$ cat src/rtl/sar_adc_ctrl_if.sv
// Control/result handshake of the SAR conversion controller.
// The requester drives start/abort; the controller returns busy/done/result.
interface sar_adc_ctrl_if #(
    parameter int unsigned WIDTH = 8
) ();
    logic             start;
    logic             abort;
    logic             busy;
    logic             done;
    logic [WIDTH-1:0] result;

    modport master (
        output start,
        output abort,
        input  busy,
        input  done,
        input  result
    );

    modport slave (
        input  start,
        input  abort,
        output busy,
        output done,
        output result
    );
endinterface

$ cat src/rtl/sar_adc_ctrl.sv
// Successive-approximation controller: drives trial codes to an external R-2R DAC and
// resolves one bit per trial from a synchronized comparator decision.
module sar_adc_ctrl #(
    parameter int unsigned WIDTH         = 8,
    parameter int unsigned SAMPLE_CYCLES = 4,
    parameter int unsigned SETTLE_CYCLES = 4,
    parameter bit          CMP_INVERT    = 1'b0
) (
    input  logic             clk,
    input  logic             rst,
    input  logic             cmp_in,
    output logic [WIDTH-1:0] dac_code,
    output logic             sample_hold,
    sar_adc_ctrl_if.slave    bus
);
    localparam int unsigned CntMax = (SAMPLE_CYCLES > SETTLE_CYCLES) ? SAMPLE_CYCLES
                                                                     : SETTLE_CYCLES;
    localparam int unsigned CntW   = $clog2(CntMax + 1);
    localparam int unsigned IdxW   = $clog2(WIDTH);

    typedef enum logic [2:0] {StIdle, StSample, StSettle, StDecide, StDone} state_e;

    state_e            state_q, state_d;
    logic [CntW-1:0]   cnt_q, cnt_d;
    logic [IdxW-1:0]   bit_q, bit_d;
    logic [WIDTH-1:0]  work_q, work_d;
    logic [WIDTH-1:0]  dac_q, dac_d;
    logic              sh_q, sh_d;
    logic              busy_q, busy_d;
    logic              done_q, done_d;
    logic [WIDTH-1:0]  result_q, result_d;
    logic [1:0]        sync_q;
    logic              cmp_s;
    logic [WIDTH-1:0]  bit_mask;
    logic [WIDTH-1:0]  kept;

    // cmp_s = 1 means Vin >= Vdac regardless of comparator polarity.
    assign cmp_s    = sync_q[1] ^ CMP_INVERT;
    assign bit_mask = WIDTH'(1) << bit_q;
    assign kept     = cmp_s ? (work_q | bit_mask) : work_q;

    always_comb begin
        state_d  = state_q;
        cnt_d    = cnt_q;
        bit_d    = bit_q;
        work_d   = work_q;
        dac_d    = dac_q;
        sh_d     = sh_q;
        busy_d   = busy_q;
        done_d   = 1'b0;
        result_d = result_q;

        unique case (state_q)
            StIdle: begin
                dac_d  = '0;
                busy_d = 1'b0;
                if (bus.start) begin
                    state_d = StSample;
                    busy_d  = 1'b1;
                    sh_d    = 1'b1;
                    cnt_d   = '0;
                    work_d  = '0;
                    bit_d   = IdxW'(WIDTH - 1);
                end
            end
            StSample: begin
                if (cnt_q == CntW'(SAMPLE_CYCLES - 1)) begin
                    state_d = StSettle;
                    cnt_d   = '0;
                    sh_d    = 1'b0;
                    dac_d   = work_q | bit_mask;
                end else begin
                    cnt_d = cnt_q + CntW'(1);
                end
            end
            StSettle: begin
                if (cnt_q == CntW'(SETTLE_CYCLES - 1)) begin
                    state_d = StDecide;
                    cnt_d   = '0;
                end else begin
                    cnt_d = cnt_q + CntW'(1);
                end
            end
            StDecide: begin
                work_d = kept;
                if (bit_q != '0) begin
                    bit_d   = bit_q - IdxW'(1);
                    dac_d   = kept | (bit_mask >> 1);
                    state_d = StSettle;
                end else begin
                    dac_d   = '0;
                    busy_d  = 1'b0;
                    state_d = StDone;
                end
            end
            StDone: begin
                result_d = work_q;
                done_d   = 1'b1;
                busy_d   = 1'b0;
                dac_d    = '0;
                state_d  = StIdle;
            end
            default: state_d = StIdle;
        endcase

        // Abort overrides every transition, including the DONE result update.
        if (bus.abort && (state_q != StIdle)) begin
            state_d  = StIdle;
            dac_d    = '0;
            sh_d     = 1'b0;
            busy_d   = 1'b0;
            done_d   = 1'b0;
            result_d = result_q;
        end
    end

    always_ff @(posedge clk) begin
        if (rst) begin
            state_q  <= StIdle;
            cnt_q    <= '0;
            bit_q    <= '0;
            work_q   <= '0;
            dac_q    <= '0;
            sh_q     <= 1'b0;
            busy_q   <= 1'b0;
            done_q   <= 1'b0;
            result_q <= '0;
            sync_q   <= '0;
        end else begin
            state_q  <= state_d;
            cnt_q    <= cnt_d;
            bit_q    <= bit_d;
            work_q   <= work_d;
            dac_q    <= dac_d;
            sh_q     <= sh_d;
            busy_q   <= busy_d;
            done_q   <= done_d;
            result_q <= result_d;
            sync_q   <= {sync_q[0], cmp_in};
        end
    end

    assign dac_code    = dac_q;
    assign sample_hold = sh_q;
    assign bus.busy    = busy_q;
    assign bus.done    = done_q;
    assign bus.result  = result_q;
endmodule

$ cat src/flat_wrapper.sv
// flat-port wrapper written by rule: the top's interface ports become plain ports
module sar_adc_ctrl_flat 
#(
    parameter int unsigned WIDTH         = 8,
    parameter int unsigned SAMPLE_CYCLES = 4,
    parameter int unsigned SETTLE_CYCLES = 4,
    parameter bit          CMP_INVERT    = 1'b0
)
  (clk, rst, cmp_in, dac_code, sample_hold, bus_start, bus_abort, bus_busy, bus_done, bus_result);
  sar_adc_ctrl_if #(.WIDTH(WIDTH)) bus_i ();
  input  logic clk;
  input  logic rst;
  input  logic cmp_in;
  output logic [WIDTH-1:0] dac_code;
  output logic sample_hold;
  input wire logic [$bits(bus_i.start)-1:0] bus_start;
  input wire logic [$bits(bus_i.abort)-1:0] bus_abort;
  output wire logic [$bits(bus_i.busy)-1:0] bus_busy;
  output wire logic [$bits(bus_i.done)-1:0] bus_done;
  output wire logic [$bits(bus_i.result)-1:0] bus_result;
  assign bus_i.start = bus_start;
  assign bus_i.abort = bus_abort;
  assign bus_busy = bus_i.busy;
  assign bus_done = bus_i.done;
  assign bus_result = bus_i.result;
  sar_adc_ctrl #(.WIDTH(WIDTH), .SAMPLE_CYCLES(SAMPLE_CYCLES), .SETTLE_CYCLES(SETTLE_CYCLES), .CMP_INVERT(CMP_INVERT)) u_core (.clk(clk), .rst(rst), .cmp_in(cmp_in), .dac_code(dac_code), .sample_hold(sample_hold), .bus(bus_i));
endmodule
$ cat config.mk
export PLATFORM = sky130hd
export DESIGN_NAME = sar_adc_ctrl_flat
export DESIGN_NICKNAME = d
export VERILOG_FILES = /design/src/rtl/sar_adc_ctrl_if.sv /design/src/rtl/sar_adc_ctrl.sv /design/src/flat_wrapper.sv
export SDC_FILE = /design/constraint.sdc
export NUM_CORES = 1
export LEC_CHECK = 0
export CELL_PAD_IN_SITES_DETAIL_PLACEMENT = 1
export CELL_PAD_IN_SITES_GLOBAL_PLACEMENT = 1
export CORE_MARGIN = 2
export CORE_UTILIZATION = 42
export CTS_BUF_LIST = sky130_fd_sc_hd__clkbuf_8
export CTS_CLUSTER_DIAMETER = 40
export DETAILED_ROUTE_END_ITERATION = 7
export PLACE_DENSITY_LB_ADDON = 0.1
export SETUP_SLACK_MARGIN = 0.15
export SLEW_MARGIN = 10
export SYNTH_ARGS = -nofsm -noshare
export SYNTH_HDL_FRONTEND = slang
export SYNTH_SLANG_ARGS = --single-unit
$ cat constraint.sdc
create_clock -name clk -period 2.12 [get_ports clk]
set_input_delay 0.53 -clock clk [delete_from_list [all_inputs] [get_ports clk]]
set_output_delay 0.53 -clock clk [all_outputs]
set_load 0.02 [all_outputs]
==> results.json <==
{
  "outcome": "completed",
  "worstSetupStartpointType": "register",
  "cts_root_buf": "clkbuf_8",
  "numCtsBuffers": 5,
  "synth-async-reset-ratio": 0,
  "grt_pass1_wl_microns": 8740,
  "arrival_ps": 2000,
  "grt_util_met3": 0.0451,
  "fin_setup_tns_ps": 0,
  "leakagePower_uw": 0.000818,
  "multi_input_area_sq_um": 955,
  "synth_area_sq_um": 1810,
  "relSlewSlack": 0.701,
  "ys.flop_type": "dfxtp_1",
  "cp_num_buf_inv": 1,
  "synth_most_common_cell": "dfxtp_1",
  "overflow": 0,
  "path_cells": "inv_1 -> ha_1 -> or2_2 -> a31oi_1 -> and3_1 -> o21ai_0",
  "synth_cell_types": 49,
  "fillCellCount": 468,
  "drtIter0Drc": 91,
  "antenna_cells": 0,
  "final_nets": 242,
  "min_period_ps": 1830,
  "start_util": 0.446,
  "tightest_slew_ps": 447,
  "crit_fanout": 10,
  "yosysSeqAreaShare": 0.421,
  "layout.area.seq_sq_um": 761,
  "postCtsSetupRepairBufs": 0,
  "rows": 23,
  "slew_viol_final": 0,
  "vias": 1678,
  "grt.total_usage": 0.226,
  "yosys.area.top_type_share": 0.421,
  "drt_pass1_iterations": 4,
  "syn-num-nets": 220,
  "maxCapViolCount": 0,
  "fmax_ghz": 0.548,
  "grt.met2_usage": 0.377,
  "totalWireLength_microns": 5190,
  "num_io_pins": 24,
  "cts_max_level": 2,
  "dieArea_sq_um": 4850,
  "wl_per_cell_microns": 18.4,
  "period_share": 0.861,
  "viasPerCell": 5.95,
  "numClockSinks": 38,
  "cts_tree": "built",
  "ys_ff_latch": 38,
  "vdd_ir_drop_max_mv": 0.633,
  "syn_to_final_growth_pct": 22.4,
  "final_hold_viol_count": 0,
  "grt_pass1_vias": 1771,
  "cts_hold_buf": 0,
  "synth_edf_count": 0,
  "ant_nets": 0,
  "antenna_found_initial": 0,
  "port-buffer-count": 23,
  "yosys_warnings": 0,
  "post_cts_resize_count": 0,
  "grt_use_met1": 0.281,
  "synth_top_cells_by_count": "dfxtp_1, a21oi_1, nand2_1",
  "power_per_cell_area_nw_per_um2": 1200,
  "die_y_microns": 69.6,
  "critPathCaptureType": "register",
  "clock_latency_ps": 300,
  "min_path_type": "register to register",
  "clkSlewWorstSetupHoldPaths_ps": 80,
  "synth_area_leaders": "dfxtp_1, a21oi_1, nand2_1",
  "die_w_microns": 69.6,
  "drive_gt1_frac": 0.0819,
  "critical_path_class": "register to register",
  "grt_max_degree": 20,
  "slowest_stage": "dfxtp_1",
  "ctsLongestPathBuffers": 2,
  "finalSetupViolCount": 0,
  "post-route-drc-count": 0,
  "crit_path_max_incr_delay_ps": 420,
  "syn_inst": 209,
  "gp_congestion": 0.885,
  "skew_ps": 11.5,
  "hpwl_microns": 3660,
  "core_sq_um": 4060,
  "rsz0062_at_grt": "no",
  "power_uw": 2660,
  "syn_avg_cell_area_sq_um": 8.65,
  "grt_busiest_layer": "met2",
  "yosysTopAreaCell": "dfxtp_1",
  "worstPathRequired_ps": 2290,
  "path_delay_family": "simple AND/OR/NAND/NOR gates"
}
-- logic make-up after synthesis --
| family | synth area share |
|---|---|
| compound gates | 0.262 |
| xor+xnor | 0.00485 |
| buf+inv | 0.0554 |
| mux | 0.00554 |
| simple gates | 0.210 |
| flops | 0.421 |
| fa+ha+maj | 0.0415 |
-- final cells by class --
class,instances,share of cell area
inverter,4,0.00678
clock inverter,3,0.0311
multi-input combinational,152,0.431
clock buffer,5,0.0311
tap,50,0.0283
timing repair buffer,30,0.128
sequential,38,0.344
-- per-layer routing --
layer	vias to the layer above	routed length [microns]
li1	802	-
met1	810	2310
met5	-	0
met3	11	233
met2	55	2520
met4	0	123
-- tightest hold or removal path, stage by stage (launching register included) --
cell	delay [ps]
dfxtp_1	310
nand2_1	50
a21oi_1	50
-- sequential cells by signal (all words and copies together), names as in the netlist --
| register | cells |
|---|---|
| u_core.sync_q | 2 |
| u_core.cnt_q | 3 |
| u_core.bus.busy | 1 |
| u_core.sample_hold | 1 |
| u_core.bus.done | 1 |
| u_core.bit_q | 3 |
| u_core.state_q | 3 |
| u_core.bus.result | 8 |
| u_core.dac_code | 8 |
| u_core.work_q | 8 |
-- power by group --
part / leakage [uW] / switching [uW] / internal, uW
clock: 0.0000683 / 270 / 471
combinational: 0.000441 / 588 / 404
sequential: 0.000309 / 97.0 / 824
-- layout by cell type (no fill, tap or decap), drive strengths merged, types with 3 or more instances in the layout --
cell and n:
dfxtp 38, clkdlybuf4s50 23, a21oi 22, nand2 21, nor2 17, o21ai 9
a211oi 7, buf 7, a22oi 6, ha 6, nor3 5, clkbuf 5
inv 4, and3 4, nor2b 4, a31oi 4, o22ai 4, nand3 4
nand2b 3, a21o 3, o211a 3, nand3b 3
-- final timing paths --
| check | startpoint | end | slack [ps] | cells after the start |
|---|---|---|---|---|
| setup / recovery | u_core.bit_q[0]$_SDFFE_PP0P_ | u_core.dac_code[3]$_SDFFE_PP0P_ | 290 | 6 |
| hold / removal | u_core.bus.result[5]$_SDFFE_PP0P_ | u_core.bus.result[5]$_SDFFE_PP0P_ | 460 | 2 |
| setup reg to reg | u_core.bit_q[0]$_SDFFE_PP0P_ | u_core.dac_code[3]$_SDFFE_PP0P_ | 290 | 6 |
| hold reg to reg | u_core.bus.result[5]$_SDFFE_PP0P_ | u_core.bus.result[5]$_SDFFE_PP0P_ | 460 | 2 |
-- stage by stage --
stage / cell area, sq um / hold slack, ps / utilization / std cells / setup slack (ps)
finish: 2210 / 460 / 0.545 / 282 / 295
detailed placement: 2070 / 451 / 0.510 / 274 / 326
global placement: 2070 / 436 / 0.510 / 274 / 359
CTS: 2210 / 462 / 0.544 / 282 / 271
global route: 2210 / 481 / 0.545 / 282 / 181
floorplan: 1810 / 414 / - / 209 / 518
(Power assumes the default switching activity.)
